<file path="config.mk">
export PLATFORM = sky130hd
export DESIGN_NAME = ode_store_arbiter_flat
export DESIGN_NICKNAME = d
export VERILOG_FILES = /design/src/rtl/ode_store_arbiter_pkg.sv /design/src/rtl/ode_store_arbiter_if.sv /design/src/rtl/ode_store_arbiter_store_fifo.sv /design/src/rtl/ode_store_arbiter.sv /design/src/flat_wrapper.sv
export SDC_FILE = /design/constraint.sdc
export NUM_CORES = 1
export LEC_CHECK = 0
export BUFFER_PORTS_ARGS = -buffer_cell sky130_fd_sc_hd__buf_2
export CAP_MARGIN = 40
export CORE_MARGIN = 5
export CORE_UTILIZATION = 60
export DETAILED_ROUTE_END_ITERATION = 6
export PLACE_DENSITY_LB_ADDON = 0.05
export SLEW_MARGIN = 20
export SYNTH_ARGS = -nofsm -noshare
export SYNTH_HDL_FRONTEND = slang
export SYNTH_HIERARCHICAL = 1
export SYNTH_SLANG_ARGS = --single-unit
export TNS_END_PERCENT = 10
</file>
<file path="constraint.sdc">
create_clock -name clk -period 18.88 [get_ports clk]
set_clock_uncertainty 0.15 [all_clocks]
set_input_delay 2.832 -clock clk [delete_from_list [all_inputs] [get_ports clk]]
set_output_delay 2.832 -clock clk [all_outputs]
set_load 0.01 [all_outputs]
</file>
<file path="src/rtl/ode_store_arbiter_pkg.sv">
// Shared types for the ODE store arbiter: write-tag codes and queue entry layout.
package ode_store_arbiter_pkg;

    localparam int unsigned WORD_W = 32;

    typedef enum logic [1:0] {
        SEL_SRC2_BYP = 2'd0,
        SEL_SRC1_BYP = 2'd1,
        SEL_SRC2_Q   = 2'd2,
        SEL_SRC1_Q   = 2'd3
    } sel_t;

    // src = 1 marks a word from source 1
    typedef struct packed {
        logic              src;
        logic [WORD_W-1:0] word;
    } entry_t;

    function automatic sel_t make_sel(input logic from_src1, input logic from_queue);
        return sel_t'({from_queue, from_src1});
    endfunction

endpackage

</file>
<file path="src/rtl/ode_store_arbiter_if.sv">
// Producer-side store requests and memory write port of the store arbiter.
interface ode_store_arbiter_if;
    import ode_store_arbiter_pkg::*;

    logic              store1;
    logic              store2;
    logic [WORD_W-1:0] temp1;
    logic [WORD_W-1:0] temp2;
    logic              write;
    logic [WORD_W-1:0] data1;
    logic [WORD_W-1:0] data2;
    logic [1:0]        select;

    modport master (
        output store1, store2, temp1, temp2,
        input  write, data1, data2, select
    );

    modport slave (
        input  store1, store2, temp1, temp2,
        output write, data1, data2, select
    );

endinterface

</file>
<file path="src/rtl/ode_store_arbiter_store_fifo.sv">
// Two-push/one-pop FIFO of queue entries with an explicit occupancy count.
module store_fifo
    import ode_store_arbiter_pkg::*;
#(
    parameter int unsigned DEPTH = 8,
    localparam int unsigned AW = $clog2(DEPTH),
    localparam int unsigned CW = AW + 1
) (
    input  logic          clk,
    input  logic          reset,
    input  logic          pop,
    input  logic          push0,
    input  logic          push1,
    input  entry_t        push0_entry,
    input  entry_t        push1_entry,
    output logic [CW-1:0] count,
    output entry_t        head
);

    entry_t         mem [DEPTH];
    logic [AW-1:0]  rd_ptr;
    logic [AW-1:0]  wr_ptr;

    assign head = mem[rd_ptr];

    // push1 is only ever asserted together with push0, so it lands in the slot after push0
    always_ff @(posedge clk) begin
        if (!reset) begin
            if (push0) mem[wr_ptr] <= push0_entry;
            if (push1) mem[wr_ptr + AW'(1)] <= push1_entry;
        end
    end

    always_ff @(posedge clk) begin
        if (reset) begin
            rd_ptr <= '0;
            wr_ptr <= '0;
            count  <= '0;
        end else begin
            rd_ptr <= rd_ptr + AW'(pop);
            wr_ptr <= wr_ptr + AW'(push0) + AW'(push1);
            count  <= count - CW'(pop) + CW'(push0) + CW'(push1);
        end
    end

endmodule

</file>
<file path="src/rtl/ode_store_arbiter.sv">
// Serialises two producers' store words onto one memory write port, FIFO order,
// bypassing the queue when it is empty.
module ode_store_arbiter
    import ode_store_arbiter_pkg::*;
#(
    parameter int unsigned DEPTH = 8
) (
    input logic               clk,
    input logic               reset,
    ode_store_arbiter_if.slave bus
);

    localparam int unsigned CW = $clog2(DEPTH) + 1;

    logic [CW-1:0]     fifo_count;
    entry_t            fifo_head;
    logic              pop;
    logic              push0;
    logic              push1;
    entry_t            arr0;
    entry_t            arr1;
    entry_t            cand0;
    logic              cand0_v;
    logic              cand1_v;
    logic              issue;
    logic [WORD_W-1:0] issue_word;
    sel_t              issue_sel;
    logic [CW-1:0]     room;
    logic [CW-1:0]     next_count;

    store_fifo #(.DEPTH(DEPTH)) u_fifo (
        .clk         (clk),
        .reset       (reset),
        .pop         (pop),
        .push0       (push0),
        .push1       (push1),
        .push0_entry (cand0),
        .push1_entry (arr1),
        .count       (fifo_count),
        .head        (fifo_head)
    );

    always_comb begin
        arr0       = bus.store1 ? entry_t'{src: 1'b1, word: bus.temp1}
                                : entry_t'{src: 1'b0, word: bus.temp2};
        arr1       = entry_t'{src: 1'b0, word: bus.temp2};
        pop        = 1'b0;
        issue      = 1'b0;
        issue_word = '0;
        issue_sel  = SEL_SRC2_BYP;
        cand0      = arr0;
        cand0_v    = 1'b0;
        cand1_v    = 1'b0;

        if (fifo_count != '0) begin
            pop        = 1'b1;
            issue      = 1'b1;
            issue_word = fifo_head.word;
            issue_sel  = make_sel(fifo_head.src, 1'b1);
            cand0_v    = bus.store1 | bus.store2;
            cand1_v    = bus.store1 & bus.store2;
        end else if (bus.store1 | bus.store2) begin
            // first arrival goes straight out; only a second arrival (always source 2) is queued
            issue      = 1'b1;
            issue_word = arr0.word;
            issue_sel  = make_sel(bus.store1, 1'b0);
            cand0      = arr1;
            cand0_v    = bus.store1 & bus.store2;
        end

        // room is measured after the pop; the later (source-2) candidate is the one dropped
        room       = CW'(DEPTH) - (fifo_count - CW'(pop));
        push0      = cand0_v && (room >= CW'(1));
        push1      = cand1_v && (room >= CW'(2));
        next_count = fifo_count - CW'(pop) + CW'(push0) + CW'(push1);
    end

    always_ff @(posedge clk) begin
        if (reset) begin
            bus.write  <= 1'b0;
            bus.data1  <= '0;
            bus.data2  <= '0;
            bus.select <= '0;
        end else begin
            bus.write  <= issue;
            bus.data1  <= issue_word;
            bus.data2  <= WORD_W'(next_count);
            bus.select <= issue_sel;
        end
    end

endmodule

</file>
<file path="src/flat_wrapper.sv">
// flat-port wrapper written by rule: the top's interface ports become plain ports
module ode_store_arbiter_flat import ode_store_arbiter_pkg::*;
#(
    parameter int unsigned DEPTH = 8
)
  (clk, reset, bus_store1, bus_store2, bus_temp1, bus_temp2, bus_write, bus_data1, bus_data2, bus_select);
  ode_store_arbiter_if bus_i ();
  input logic clk;
  input logic reset;
  input wire logic [$bits(bus_i.store1)-1:0] bus_store1;
  input wire logic [$bits(bus_i.store2)-1:0] bus_store2;
  input wire logic [$bits(bus_i.temp1)-1:0] bus_temp1;
  input wire logic [$bits(bus_i.temp2)-1:0] bus_temp2;
  output wire logic [$bits(bus_i.write)-1:0] bus_write;
  output wire logic [$bits(bus_i.data1)-1:0] bus_data1;
  output wire logic [$bits(bus_i.data2)-1:0] bus_data2;
  output wire logic [$bits(bus_i.select)-1:0] bus_select;
  assign bus_i.store1 = bus_store1;
  assign bus_i.store2 = bus_store2;
  assign bus_i.temp1 = bus_temp1;
  assign bus_i.temp2 = bus_temp2;
  assign bus_write = bus_i.write;
  assign bus_data1 = bus_i.data1;
  assign bus_data2 = bus_i.data2;
  assign bus_select = bus_i.select;
  ode_store_arbiter #(.DEPTH(DEPTH)) u_core (.clk(clk), .reset(reset), .bus(bus_i));
endmodule
</file>
======== Word level (Yosys, flattened, before mapping) ========
Memory sizes are Yosys's and may differ from the RTL's. A register that Yosys moved wholly into a read port is not among the register bits.
Index checks and enable logic that the tools add are counted.
storage, ports and cells
  register bits after elaboration ......... 73
  bits in latches ......................... 0
  memory bits (writable) .................. 264
  bits in read-only memories .............. 0
  input bits .............................. 68
  output and inout port bits .............. 67
  logic and storage cells ................. 43
  memories kept ........................... 1
operators by class
  add/subtract/negate cells ............... 8
  multipliers ............................. 0
  div/mod/pow operators ................... 0
  $lt $le $gt $ge ......................... 2
  eq/ne operators ......................... 0
  shift operators ......................... 0
  multiplexer cells ....................... 20
  bitwise logic cells ..................... 2
  reduce and logical (&&, ||, !) cells .... 3
memories
  memory             words  width  rd ports  clocked after memory_dff  wr ports  line                                text
  u_core.u_fifo.mem  8      33     1         1                         2         ode_store_arbiter_store_fifo.sv:20  entry_t mem [DEPTH];
operators by type and width
  cell                 count
  $mux 33              3
  $mux 32              2
  $mux 1               13
  $add 3x1->3          3
  $add 4x1->4          2
  $ge 4x1->1 const B   1
  $ge 4x2->1 const B   1
  $reduce_bool 4->1    1
  $sub 4x1->4          1
  $sub 4x4->4 const A  1
  $add 3x1->3 const B  1
  $mux 3               1
  $logic_and 1x1->1    2
  $mux 2               1
  $and 1x1->1          1
  $or 1x1->1           1

======== Logic depth before layout (Yosys ltp) ========
Gate-level depths: netlist of run 1.
  depth after elaboration ................. 9
  mapped depth ............................ 18
  depth with buffers taken out ............ 16

======== Hierarchy ========
Netlist of run 1, hierarchy kept.
modules (own cells, without submodules)
  module             instances  cells each  area an instance (um^2)  seq. area each (um^2)
  store_fifo         1          745         13676.9                  8127.8
  ode_store_arbiter  1          325         2678.8                   780.7

======== Least setup slack after synthesis of run 1 ========
No wires, ideal clock.
  path type ............................... input-to-reg
  start ................................... in bus_store1
  end ..................................... mem u_core/u_fifo/mem[0][0] (netlist name), enable pin
  library setup time ...................... 0.473 ns
  arrival ................................. 6.744 ns
  required time ........................... 18.257 ns
  path slack .............................. 11.513 ns
  stages .................................. 7
  path buffers ............................ 2
  cells stage by stage .................... buf_4 buf_2 a21oi_1 a31oi_1 inv_1 or3_1 o31ai_1
RTL lines
  item             line                                text
  start, declared  flat_wrapper.sv:10                  input wire logic [$bits(bus_i.store1)-1:0] bus_store1;
  end, declared    ode_store_arbiter_store_fifo.sv:20

==> impl_metrics.csv, run 1 <==
group,metric,value,unit
status,outcome,"complete, no violations",
finish,fin_area,18300,µm²
synthesis,syn_inst,1070,
detailed_routing,wl_per_cell,23.8,µm
power_and_ir_drop,seqPwrFrac,36.6,%
placement,placement.io_buffers,106,
die,start_util,60.9,%
finish,fin_nets,1262,
synthesis,ys_seq_area_share,54.5,%
die,die_w,175,µm
sta,clock.fmax,159,MHz
clock_tree,clkLatencyLatePin,0.52,ns
power_and_ir_drop,pwr-share-clk,22.5,%
clock_tree,cts_resized,0,
detailed_routing,via_per_inst,6.10,
sta,finalCriticalPeriod,6.29,ns
synthesis,synth-edff-count,264,
clock_tree,post-cts-setup-buffer-count,0,
sta,maxSlewViolCount,0,
die,fp.dieArea,30700,µm²
clock_tree,ctsHtreeMaxLevel,2,
sta,setup_viol,0,
sta,hold_ws,0.425,ns
sta,slew_headroom,46.8,%
clock_tree,cts_made_buffers,35,
synthesis,async_reset_ff_share,0,%
finish,final_cell_mix,"mux2_2, edfxtp_1, buf_2",
power_and_ir_drop,p_int,0.00195,W
power_and_ir_drop,p_comb_share,41.0,%
power_and_ir_drop,p_sw,0.000916,W
power_and_ir_drop,irDropWorstVdd,92.1,µV
finish,area_growth,12.1,%
die,num_rows,60,
power_and_ir_drop,finalPower,0.00286,W
placement,dp.cells,1480,
sta,finalSetupTns,0,ns
worst_setup_path,startpoint_type,"input pin",
detailed_routing,dr_total_vias,9409,
worst_setup_path,cp-end-kind,"flop",
sta,fin_crit_sh,33.3,%
detailed_routing,drcViolationCount,0,
grt,first_global_vias,9918,
synthesis,synth_area,16400,µm²
synthesis,ys_types,44,
finish,layout_commonest_cell,"mux2_2",
synthesis,synth_area_leaders,"edfxtp_1, mux2_2, mux4_2",
synthesis,synth_ff_type,"edfxtp_1",
finish,diodes,0,
clock_tree,cts.clk_slew.worst_paths,0.06,ns
synthesis,yosys.area.top_type,"edfxtp_1",
detailed_routing,antenna_left,0,
grt,grt_pass1_wl,58000,µm
die,die_h,175,µm
clock_tree,cts_tree,"yes",
detailed_routing,routed_wirelength,36700,µm
detailed_routing,drt_iter0_drc,738,
die,io_pins,135,
sta,rsz0062_at_grt,"no",
clock_tree,holdBufCountCts,0,
synthesis,synth_top_area_share,48.5,%
power_and_ir_drop,pwr_density_cell,156,nW/µm²
clock_tree,cts-root-buf,"clkbuf_16",
grt,grt_use_total,24.2,%
placement,gp_congestion,0.730,
grt,antenna_found_initial,0,
finish,layout-drive-gt1-share,50.5,%
clock_tree,cts_buffer_depth,3,
run,cap_violations,0,
clock_tree,cts_sinks,313,
die,core,26900,µm²
worst_setup_path,path_class,"in2reg",
worst_setup_path,cp.required,19.00,ns
worst_setup_path,path_max_fanout,36,
sta,hold_violations,0,
sta,tightest_slew,0.799,ns
finish,stdcell_count,1543,
synthesis,avgSynthCellArea,15.3,µm²
placement,hpwl,21600,µm
power_and_ir_drop,p_sw_share,32.0,%
grt,grt-ovfl-total,0,
placement,placed_area,17300,µm²
worst_setup_path,arrival,6.40,ns
power_and_ir_drop,leakage,6.39,nW
synthesis,ys_warn_count,6,
synthesis,synth_seq_cells,313,
grt,grt_max_degree,71,
worst_hold_path,hold_path_class,"reg2reg",
detailed_routing,drt_first_pass_iters,5,
critical path, stage by stage:
cell	delay (ns)
buf_2	0.07
buf_4	0.57
and2_1	0.41
nand2_1	0.09
a21oi_1	0.36
nand4b_1	0.46
nor2_4	0.74
buf_4	0.45
mux2_2	0.38
cell usage after synthesis, types with 5 or more instances:
library cell and count:
a21oi_1 65, a21oi_2 5, buf_2 39, buf_4 31
buf_6 12, clkbuf_1 13, dfxtp_1 49, edfxtp_1 264
ha_1 13, inv_1 14, mux2_2 297, mux2i_1 32
mux4_2 66, nand2_1 7, nor2_1 74, nor2b_1 6
nor3_2 32, xnor2_1 5
kinds of logic after synthesis:
family | after synthesis | synth area share (%)
multiplexers | 395 | 31.5
flip-flops | 313 | 54.5
AND/OR/NAND/NOR | 140 | 5.04
buffers and inverters | 112 | 4.13
AO/OA/AOI/OAI | 81 | 2.68
adder cells (fa/ha/maj) | 17 | 1.48
XOR/XNOR | 11 | 0.681
other | 1 | 0.0229
power groups by stage:
| stage | combinational [W] | clock, W | sequential (W) |
|---|---|---|---|
| after CTS | 0.00117 | 0.000654 | 0.00105 |
| after global routing | 0.00129 | 0.000687 | 0.00106 |
| final | 0.00117 | 0.000643 | 0.00105 |
| after global placement | 0.00114 | 0 | 0.00106 |
| after floorplan | 0.000911 | 0 | 0.00106 |
| after detailed placement | 0.00116 | 0 | 0.00106 |
sequential cells by signal, indices dropped and copies added, names as in the netlist:
name and flops:
u_core/u_fifo/count 4, u_core/bus.write 1, u_core/bus.select 2, u_core/bus.data1 32, u_core/bus.data2 4, u_core/u_fifo/rd_ptr 3, u_core/u_fifo/wr_ptr 3, u_core/u_fifo/mem 264
cell type report:
| type | instances | area (µm²) |
|---|---|---|
| flip-flops and latches | 313 | 8910 |
| clock buffers | 42 | 912 |
| inverters | 15 | 58.8 |
| well taps | 341 | 427 |
| fillers | 1892 | 8530 |
| clock inverters | 20 | 153 |
| multi-input cells | 680 | 7030 |
| repair buffers | 132 | 848 |
stage by stage:
| step | util (%) | setup WS, ns |
|---|---|---|
| floorplan | - | 11.51 |
| global placement | 63.6 | 11.89 |
| detailed placement | 64.2 | 12.12 |
| CTS | 68.2 | 12.63 |
| global route | 68.2 | 12.35 |
| finish | 68.2 | 12.59 |
worst paths after layout:
kind                                start                  endpoint  slack (ns)  depth (start not counted)
setup / recovery               bus_store1  u_core/u_fifo/mem[6][20]       12.59                          9
hold reg to reg   u_core/u_fifo/rd_ptr[0]   u_core/u_fifo/rd_ptr[0]        0.43                          2
setup reg to reg   u_core/u_fifo/count[1]  u_core/u_fifo/mem[4][17]       13.67                         12
hold / removal    u_core/u_fifo/rd_ptr[0]   u_core/u_fifo/rd_ptr[0]        0.43                          2
per-layer routing:
layer / up-vias / routed length (µm) / track usage [%]
li1: 4296 / - / -
met1: 4785 / 15700 / 33.2
met2: 270 / 18400 / 41.4
met3: 58 / 1950 / 3.70
met4: 0 / 631 / 5.56
met5: - / 0 / 0
Note: power is estimated with default switching activity, not from simulation.
==> inputs of run 2 (changes only) <==
Clock period 18.88 ns to 6.5 ns, I/O delays scaled along.
==> impl_metrics.csv, run 2 (synthesis gave the netlist of run 1 again) <==
group,metric,value,unit
detailed_routing,drt_iter0_drc,732,
finish,area_growth,12.8,%
sta,rsz0062_at_grt,"no",
detailed_routing,dr_total_vias,9477,
clock_tree,cts_sinks,313,
worst_setup_path,crit_path_start,"u_core/u_fifo/count[1]",
grt,grt_use_total,24.2,%
sta,slew_headroom,43.7,%
grt,first_global_vias,9842,
die,die_w,175,µm
sta,tightest_slew,0.841,ns
worst_setup_path,path_max_fanout,64,
clock_tree,holdBufCountCts,0,
worst_hold_path,hold_path.startpoint,"u_core/u_fifo/rd_ptr[2]",
sta,finalCriticalPeriod,5.06,ns
clock_tree,cts.clk_slew.worst_paths,0.06,ns
sta,layout_setup_ws,1.44,ns
detailed_routing,routed_wirelength,36700,µm
worst_setup_path,startpoint_type,"flop",
worst_setup_path,r2r-start,"u_core/u_fifo/count[1]",
clock_tree,cts_made_buffers,35,
clock_tree,post-cts-setup-buffer-count,0,
power_and_ir_drop,leakage,6.42,nW
finish,largestRegisters,"u_core/u_fifo/mem x264, u_core/bus.data1 x32",
finish,diodes,0,
detailed_routing,antenna_left,0,
sta,setup_viol,0,
sta,maxSlewViolCount,0,
die,num_rows,60,
worst_setup_path,path_class,"reg2reg",
finish,fill_cells,1879,
run,cap_violations,0,
placement,hpwl,22700,µm
worst_hold_path,hold_path_class,"reg2reg",
die,die_h,175,µm
detailed_routing,drt_first_pass_iters,5,
clock_tree,cts_resized,0,
detailed_routing,wl_per_cell,23.7,µm
finish,layout-drive-gt1-share,50.7,%
grt,grt_max_degree,71,
finish,largest-register,"u_core/u_fifo/mem",
grt,antenna_found_initial,0,
placement,dp.cells,1484,
finish,utilization,68.7,%
sta,clock.fmax,197,MHz
grt,grt_pass1_wl,58100,µm
clock_tree,cts_buffer_depth,3,
detailed_routing,via_per_inst,6.12,
clock_tree,ctsHtreeMaxLevel,2,
finish,stdcell_count,1548,
sta,hold_violations,0,
worst_setup_path,cp.required,6.53,ns
worst_setup_path,arrival,5.10,ns
power_and_ir_drop,irDropWorstVdd,280,µV
clock_tree,cts-root-buf,"clkbuf_16",
finish,fin_nets,1265,
die,start_util,60.9,%
finish,final_cell_mix,"mux2_2, edfxtp_1, buf_2",
power_and_ir_drop,pwr_density_cell,458,nW/µm²
die,io_pins,135,
detailed_routing,drcViolationCount,0,
grt,grt-ovfl-total,0,
placement,place_ws,1.40,ns
status,outcome,"complete, no violations",
clock_tree,cts_tree,"yes",
finish,largest_reg_flops,264,
finish,layout_commonest_cell,"mux2_2",
worst_setup_path,cp-end-kind,"flop",
die,fp.dieArea,30700,µm²
die,core,26900,µm²
sta,fin_crit_sh,77.9,%
placement,placement.io_buffers,106,
sta,finalSetupTns,0,ns
placement,gp_congestion,0.778,
clock_tree,clkLatencyLatePin,0.52,ns
## run 2: changes by cell type in the layout (fill, tap and decap cells not counted), sizes merged
cell / previous run / this run
clkbuf: 42 / 43
clkinv: 15 / 12
bufinv: 2 / 4
buf: 132 / 135
clkinvlp: 0 / 2
## run 2: final timing paths
kind,endpoint,slack (ns),depth (start not counted)
max,u_core/u_fifo/mem[5][26],1.44,12
min,u_core/u_fifo/rd_ptr[2],0.37,2
max reg2reg,u_core/u_fifo/mem[5][26],1.44,12
min reg2reg,u_core/u_fifo/rd_ptr[2],0.37,2
## run 2: critical path, cell delays in order, from the launching register on
cell and delay [ns]:
dfxtp_1 0.39, nor4_4 0.43, inv_4 0.32, ha_1 0.32
ha_1 0.31, inv_1 0.09, nor3_1 0.21, xor2_1 0.12
a31oi_1 0.45, inv_1 0.17, or3_1 0.58, o21ai_4 0.74
buf_4 0.42
## run 2: per-layer routing
metal	routed length [µm]	global-route usage, %	share of wire (%)
met1	15800	34.4	43
met2	18000	39.8	49
met3	2060	3.72	5.6
met4	779	5.79	2.1
met5	0	0	0
## run 2: metrics by stage
| step | hold slack, ns | total power (W) | area (µm²) |
|---|---|---|---|
| 6_report | 0.366 | 0.00845 | 18500 |
| 5_1_grt | 0.401 | 0.00895 | 18500 |
| 4_1_cts | 0.372 | 0.00851 | 18500 |
| 3_5_place_dp | 0.356 | 0.00653 | 17300 |
| 3_3_place_gp | 0.336 | 0.00641 | 17100 |
| 2_1_floorplan | 0.395 | 0.00572 | 16500 |
## run 2: area by class of cell
cell class                      count  area [µm²]  share of cell area, %
Clock buffer                       43         926                   5.02
Multi-Input combinational cell    680        7030                   38.1
Sequential cell                   313        8910                   48.3
Timing Repair Buffer              135         885                   4.79
Clock inverter                     21         213                   1.15
Tap cell                          341         427                   2.31
Inverter                           15        58.8                  0.319
## run 2: power by group
| group | internal [W] | leakage [nW] | switching [W] |
|---|---|---|---|
| Clock | 0.00118 | 0.554 | 0.000775 |
| Sequential | 0.00286 | 2.79 | 0.000139 |
| Combinational | 0.00173 | 3.08 | 0.00177 |
| Total | 0.00577 | 6.42 | 0.00268 |
==> inputs of run 3 (changes only) <==
Clock period 6.5 ns to 5.2 ns, I/O delays scaled along.
==> impl_metrics.csv, run 3 (synthesis gave the netlist of run 1 again) <==
group,metric,value,unit
clock_tree,cts-root-buf,"clkbuf_16",
worst_setup_path,arrival,4.76,ns
grt,grt_max_degree,74,
finish,final_cell_mix,"mux2_2, edfxtp_1, buf_2",
power_and_ir_drop,p_sw_share,31.9,%
worst_hold_path,hold_path_class,"in2reg",
status,outcome,"complete, no violations",
worst_setup_path,cp-end-kind,"flop",
detailed_routing,drcViolationCount,0,
clock_tree,cts_made_buffers,35,
detailed_routing,drt_iter0_drc,576,
power_and_ir_drop,pwr-share-clk,22.3,%
sta,rsz0062_at_grt,"no",
grt,first_global_vias,9814,
clock_tree,cts_resized,0,
finish,area_growth,13.1,%
placement,hpwl,23200,µm
clock_tree,cts_sinks,313,
detailed_routing,top_layer,"met5",
power_and_ir_drop,pwr_density_cell,568,nW/µm²
sta,clock.fmax,211,MHz
power_and_ir_drop,p_comb_share,41.5,%
detailed_routing,wl_per_cell,23.6,µm
detailed_routing,antenna_left,0,
sta,tightest_slew,0.736,ns
clock_tree,cts_buffer_depth,3,
sta,fin_crit_sh,91.3,%
die,core,26900,µm²
clock_tree,post-cts-setup-buffer-count,0,
grt,grt-ovfl-total,0,
grt,antenna_found_initial,1,
detailed_routing,routed_wirelength,36700,µm
detailed_routing,drt_first_pass_iters,5,
sta,setup_viol,0,
placement,gp_congestion,0.796,
finish,largestRegisters,"u_core/u_fifo/mem x264, u_core/bus.data1 x32",
detailed_routing,route.met2.wl,18400,µm
placement,placement.io_buffers,106,
die,start_util,60.9,%
die,fp.dieArea,30700,µm²
sta,finalCriticalPeriod,4.75,ns
detailed_routing,via_per_inst,6.14,
die,io_pins,135,
die,die_w,175,µm
finish,largest_reg_flops,264,
finish,utilization,68.8,%
worst_setup_path,startpoint_type,"flop",
clock_tree,cts.clk_slew.worst_paths,0.06,ns
clock_tree,clkLatencyLatePin,0.51,ns
clock_tree,cts_tree,"yes",
finish,layout_commonest_cell,"mux2_2",
finish,diodes,0,
sta,maxSlewViolCount,0,
clock_tree,ctsHtreeMaxLevel,2,
finish,layout-drive-gt1-share,50.9,%
worst_setup_path,cp.required,5.21,ns
sta,slew_headroom,50.9,%
grt,grt_pass1_wl,58100,µm
run,cap_violations,0,
detailed_routing,dr_total_vias,9555,
worst_setup_path,path_max_fanout,23,
power_and_ir_drop,p_sw,0.00335,W
power_and_ir_drop,seqPwrFrac,36.2,%
finish,fin_area,18500,µm²
power_and_ir_drop,p_int,0.00715,W
power_and_ir_drop,irDropWorstVdd,320,µV
grt,grt_use_total,24.1,%
placement,dp.cells,1491,
finish,fin_nets,1273,
sta,hold_violations,0,
detailed_routing,route.met3.wl,1930,µm
die,die_h,175,µm
placement,placed_area,17400,µm²
detailed_routing,m1WireLength,15900,µm
finish,stdcell_count,1556,
finish,largest-register,"u_core/u_fifo/mem",
worst_setup_path,path_class,"reg2reg",
die,num_rows,60,
clock_tree,holdBufCountCts,0,
power_and_ir_drop,leakage,6.46,nW
-- run 3: power groups by stage --
stage | clock network, W | registers, W | logic [W]
after global placement | 0 | 0.00394 | 0.00410
after detailed placement | 0 | 0.00386 | 0.00431
after floorplan | 0 | 0.00384 | 0.00331
after global routing | 0.00250 | 0.00386 | 0.00476
after CTS | 0.00239 | 0.00381 | 0.00435
final | 0.00234 | 0.00380 | 0.00436
-- run 3: area by class of cell --
class	instances	area, µm²
well taps	341	427
fillers	1924	8380
flip-flops and latches	313	8910
inverters	15	58.8
clock buffers	46	968
clock inverters	18	124
repair buffers	143	978
multi-input cells	680	7030
-- run 3: per-layer routing --
layer | GRT usage, % | vias to the layer above
met3 | 3.72 | 39
met5 | 0 | -
met1 | 34.0 | 4913
met2 | 40.5 | 280
li1 | - | 4321
met4 | 4.55 | 2
-- run 3: path summary, 6_finish.rpt --
| check | depth (start not counted) | startpoint | slack [ns] | end |
|---|---|---|---|---|
| setup / recovery | 12 | u_core/u_fifo/count[1] | 0.45 | u_core/u_fifo/mem[1][4] |
| hold / removal | 2 | reset | 0.40 | u_core/u_fifo/wr_ptr[0] |
| setup reg to reg | 12 | u_core/u_fifo/count[1] | 0.45 | u_core/u_fifo/mem[1][4] |
| hold reg to reg | 2 | u_core/u_fifo/count[3] | 0.50 | u_core/bus.select[1] |
-- run 3: per-stage QoR --
| stage | power (W) | TNS [ns] | worst slack (ns) | hold slack, ns |
|---|---|---|---|---|
| floorplan | 0.00714 | -140.89 | -0.923 | 0.395 |
| global placement | 0.00804 | 0 | 0.514 | 0.482 |
| detailed placement | 0.00817 | 0 | 0.442 | 0.496 |
| CTS | 0.0105 | 0 | 0.440 | 0.382 |
| global route | 0.0111 | 0 | 0.143 | 0.406 |
| finish | 0.0105 | 0 | 0.452 | 0.396 |
-- run 3: critical path, stage by stage (launching register included) --
cell and delay [ns]:
dfxtp_1 0.39, nor4_4 0.47, inv_4 0.06, ha_1 0.21, ha_1 0.30, inv_1 0.09
nor3_1 0.23, xor2_1 0.13, a31oi_1 0.47, inv_1 0.20, or3_1 0.59, o31ai_4 0.63
buf_4 0.48
